## src/rtl/bcd_serial_addsub.sv

```systemverilog
// Digit-serial packed-BCD adder/subtractor: one digit per clock, LSD first.
// Subtraction uses nine's complement of B with an initial carry of one.
module bcd_serial_addsub #(
    parameter int DIGITS = 4
) (
    input  logic                  Clock,
    input  logic                  Resetn,
    input  logic                  start,
    input  logic                  op,
    input  logic [4*DIGITS-1:0]   a,
    input  logic [4*DIGITS-1:0]   b,
    output logic                  busy,
    output logic                  done,
    output logic [4*DIGITS-1:0]   result,
    output logic                  cout,
    output logic                  err
);

    // state | meaning
    // IDLE  | waiting for start; result/cout/err hold last operation
    // CALC  | one digit processed per edge, LSD first
    // DONE  | single cycle, done pulse, result valid
    typedef enum logic [1:0] {
        IDLE = 2'd0,
        CALC = 2'd1,
        DONE = 2'd2
    } state_t;

    localparam int IW = (DIGITS > 1) ? $clog2(DIGITS) : 1;
    localparam logic [IW-1:0] LAST_IDX = IW'(DIGITS - 1);

    state_t              state;
    state_t              stateNext;
    logic [IW-1:0]       digitIdx;
    logic [4*DIGITS-1:0] aLatch;
    logic [4*DIGITS-1:0] bLatch;
    logic                opLatch;
    logic                carry;

    logic [3:0]          aDigit;
    logic [3:0]          bDigit;
    logic [3:0]          bTerm;
    logic [4:0]          digitSum;
    logic [4:0]          digitAdj;
    logic [3:0]          digitOut;
    logic                carryOut;
    logic                lastDigit;
    logic                anyBad;

    always_ff @(posedge Clock or negedge Resetn) begin
        if (!Resetn) begin
            state <= IDLE;
        end else begin
            state <= stateNext;
        end
    end

    always_comb begin
        stateNext = state;
        case (state)
            IDLE:    if (start) stateNext = CALC;
            CALC:    if (lastDigit) stateNext = DONE;
            DONE:    stateNext = IDLE;
            default: stateNext = IDLE;
        endcase
    end

    always_comb begin
        aDigit    = aLatch[4*digitIdx +: 4];
        bDigit    = bLatch[4*digitIdx +: 4];
        bTerm     = opLatch ? (4'd9 - bDigit) : bDigit;
        digitSum  = {1'b0, aDigit} + {1'b0, bTerm} + {4'b0000, carry};
        digitAdj  = digitSum - 5'd10;
        carryOut  = (digitSum > 5'd9);
        digitOut  = carryOut ? digitAdj[3:0] : digitSum[3:0];
        lastDigit = (digitIdx == LAST_IDX);
    end

    always_comb begin
        anyBad = 1'b0;
        for (int i = 0; i < DIGITS; i++) begin
            if (aLatch[4*i +: 4] > 4'd9 || bLatch[4*i +: 4] > 4'd9) begin
                anyBad = 1'b1;
            end
        end
    end

    always_ff @(posedge Clock or negedge Resetn) begin
        if (!Resetn) begin
            busy     <= 1'b0;
            done     <= 1'b0;
            result   <= '0;
            cout     <= 1'b0;
            err      <= 1'b0;
            digitIdx <= '0;
            aLatch   <= '0;
            bLatch   <= '0;
            opLatch  <= 1'b0;
            carry    <= 1'b0;
        end else begin
            busy <= (stateNext == CALC);
            done <= (stateNext == DONE);
            case (state)
                IDLE: begin
                    if (start) begin
                        aLatch   <= a;
                        bLatch   <= b;
                        opLatch  <= op;
                        carry    <= op;
                        digitIdx <= '0;
                        result   <= '0;
                        cout     <= 1'b0;
                        err      <= 1'b0;
                    end
                end
                CALC: begin
                    result[4*digitIdx +: 4] <= digitOut;
                    carry                   <= carryOut;
                    digitIdx                <= digitIdx + 1'b1;
                    if (lastDigit) begin
                        digitIdx <= '0;
                        // Invalid digits override whatever the adder produced.
                        if (anyBad) begin
                            result <= '0;
                            cout   <= 1'b0;
                            err    <= 1'b1;
                        end else begin
                            cout <= opLatch ? ~carryOut : carryOut;
                        end
                    end
                end
                default: ;
            endcase
        end
    end

endmodule

```

## config.mk

```make
export PLATFORM = sky130hd
export DESIGN_NAME = bcd_serial_addsub
export DESIGN_NICKNAME = d
export VERILOG_FILES = /design/src/rtl/bcd_serial_addsub.sv
export SDC_FILE = /design/constraint.sdc
export NUM_CORES = 1
export LEC_CHECK = 0
export ABC_AREA = 0
export CORE_ASPECT_RATIO = 0.6
export CORE_MARGIN = 2
export CORE_UTILIZATION = 33
export CTS_BUF_LIST = sky130_fd_sc_hd__clkbuf_4 sky130_fd_sc_hd__clkbuf_8 sky130_fd_sc_hd__clkbuf_16
export CTS_CLUSTER_DIAMETER = 40
export DETAILED_ROUTE_END_ITERATION = 7
export GPL_ROUTABILITY_DRIVEN = 0
export GPL_TIMING_DRIVEN = 0
export MAX_ROUTING_LAYER = met4
export SETUP_SLACK_MARGIN = 0.4
export SLEW_MARGIN = 20
export SYNTH_ARGS = -nofsm -noshare
export SYNTH_HDL_FRONTEND = slang
export SYNTH_SLANG_ARGS = --single-unit
```

## constraint.sdc

```tcl
create_clock -name Clock -period 9.8 [get_ports Clock]
set_input_delay 1.96 -clock Clock [delete_from_list [all_inputs] [get_ports Clock]]
set_output_delay 1.96 -clock Clock [all_outputs]
set_load 0.03 [all_outputs]
```

==> results.yml <==
synthesis:
  yosys.area.top_type: "dfrtp_1"
  yosys-top-cells-count: "nand2_1, dfrtp_1, inv_1, o21ai_0, ha_1"
  yosysTopAreaCellShare_pct: 50.5
  ys_warn_count: 0
  synth_edf_count: 0
  ys_top_cells_by_area: "dfrtp_1, nand2_1, mux4_2"
  syn-mean-instance-area_um2: 9.68
  syn-num-nets: 346
  synth_ff_type: "dfrtp_1"
  seq_area_frac_synth_pct: 50.5
  synth-seq-cells: 58
  netlist_instances: 297
  synth_cell_types: 36
  yosysMostFrequentCell: "nand2_1"
  syn_area_mm2: 0.00287
  async_flop_share_pct: 100
clocking:
  worstSkewPairLatency_ns: 0.33
  cts_tree: "done"
  cts_setup_buffers: 0
  cts_root_buffer: "clkbuf_16"
  clockBufferDepth: 2
  ctsResizeCount: 0
  clock_sinks: 58
  hold_buffers: 0
  cts_buffers: 9
  clkSlewWorstSetupHoldPaths_ns: 0.05
  htree_levels: 3
detailed_routing:
  wl_per_cell_um: 14.8
  drt_wl_total_mm: 7.10
  drt_first_pass_iters: 4
  avgViaCountPerCell: 4.78
  drtIter0Drc: 157
  vias: 2294
  drcViolationCount: 0
  final_antenna_net_count: 0
setup_path:
  cp-end-kind: "flip-flop"
  start_kind: "flip-flop"
  worstSetupPathType: "reg -> reg"
  critPathSlowestCell: "mux4_2"
  path_max_fanout: 10
  worstRegToRegCells: 13
  cpMostUsedCell: "ha_1"
  slowest_delay_ns: 0.59
  critPathRequiredTime_ns: 10.06
  worstPathArrival_ns: 4.33
  worstPathCellList: "buf_2 -> mux4_2 -> inv_1 -> ha_1 -> nand2_1 -> o21ai_0 -> ha_1 -> xnor2_1 -> ha_1 -> a22oi_1 -> a31oi_4 -> mux2i_1 -> a22o_1"
timing:
  slew_viol_final: 0
  hold_viol: 0
  min_period_over_period_pct: 41.5
  slew-limit-headroom_pct: 57.0
  worst_pin_slew_ns: 0.639
  finalSetupViolCount: 0
  finalCriticalPeriod_ns: 4.07
  finalClockSkew_ns: 0.00507
  max_freq_mhz: 246
  tns_ns: 0
  rsz0062_at_grt: "no"
finish:
  utilization_pct: 45.9
  register_area_mm2: 0.00145
  area_growth_pct: 35.7
  fin_cells: 480
  multi_input_area_mm2: 0.00132
  fillers: 812
  final_nets: 413
  antenna_cells: 0
  layout-drive-gt1-share_pct: 7.88
floorplan:
  num_rows: 26
  die_w_um: 124
  core-area_mm2: 0.00849
  io_pins: 56
  fp.dieH_um: 76.3
  initial_core_util_pct: 33.8
  die-area_mm2: 0.00950
placement:
  port_buffers: 55
  place_hpwl_mm: 5.42
  dp.cells: 465
run_status:
  status: "complete, no violations"
global_routing:
  grt_use_total_pct: 16.4
  antenna_found_initial: 0
  grt_start_max_net_pins: 51
  grt_pass1_vias: 2305
  grt_pass1_wl_mm: 11.8
  grt_overflow_total: 0
hold_path:
  hold_path.class: "reg -> reg"
  hold_depth: 2
flow_run:
  max-cap-violations: 0
## final cells by class
| cell class | instances | area share, % |
|---|---|---|
| well taps | 112 | 3.59 |
| clock inverters | 2 | 0.899 |
| repair buffers | 56 | 14.8 |
| flip-flops and latches | 58 | 37.2 |
| inverters | 16 | 1.54 |
| plain buffers | 10 | 0.995 |
| clock buffers | 13 | 7.03 |
| multi-input cells | 213 | 34.0 |
## final timing paths
path	start	end	slack, ns
min in group asynchronous	Resetn	err	1.46
hold / removal	aLatch[0]	aLatch[0]	0.47
hold reg to reg	aLatch[0]	aLatch[0]	0.47
max in group asynchronous	Resetn	aLatch[0]	7.88
setup reg to reg	digitIdx[0]	result[2]	5.73
setup / recovery	digitIdx[0]	result[2]	5.73
## state kept, by name (all words and copies together), names as in the netlist, 2 cells and up
name	cells
result	16
aLatch	16
digitIdx	2
bLatch	16
state	2
## critical path: cells and delay by family (launching register included)
| family | cells | cell delay, ns |
|---|---|---|
| buffers and inverters | 2 | 0.43 |
| multiplexers | 2 | 1.11 |
| flip-flops | 1 | 0.56 |
| adder cells (fa/ha/maj) | 3 | 0.82 |
| AO/OA/AOI/OAI | 4 | 0.74 |
| XOR/XNOR | 1 | 0.28 |
| AND/OR/NAND/NOR | 1 | 0.06 |
## layout by cell type, fill, tap and decap left out, drive strengths merged, types with 5 or more instances in the layout
cell / Yosys / routed
a22o: 6 / 6
and2: 5 / 5
clkbuf: 9 / 22
clkdlybuf4s50: 0 / 54
dfrtp: 58 / 58
ha: 11 / 11
inv: 16 / 16
mux4: 8 / 8
nand2: 113 / 113
nor2: 5 / 5
o21ai: 17 / 17
o2bb2ai: 8 / 8
## through the flow
step	worst slack [ns]	area, µm²	hold slack, ns
final	5.73	3900	0.469
after global routing	5.45	3900	0.507
after CTS	5.71	3900	0.475
after detailed placement	5.74	3590	0.463
after global placement	4.91	3560	0.457
after floorplan	6.37	2870	0.440
## cell families (layout without fill, tap and decap cells)
logic type,Yosys count,in the layout,share of synthesized area (%)
AOI/OAI and AO/OA,50,50,12.2
and+or+nand+nor,136,136,19.5
DFF,58,58,50.5
muxes,9,9,6.62
adders and majority gates,13,13,6.18
buffers and inverters,26,97,3.44
xor gates and xnor gates,5,5,1.52
## routing by layer
metal	vias up	wire, µm	global-route usage (%)
li1	1132	-	-
met1	1090	3750	23.6
met2	61	2860	21.6
met3	11	409	5.83
met4	0	80	4.83
met5	-	0	-
Power is not shown: default switching activity piles up to over one toggle a cycle in this logic, so the estimate is an artifact.
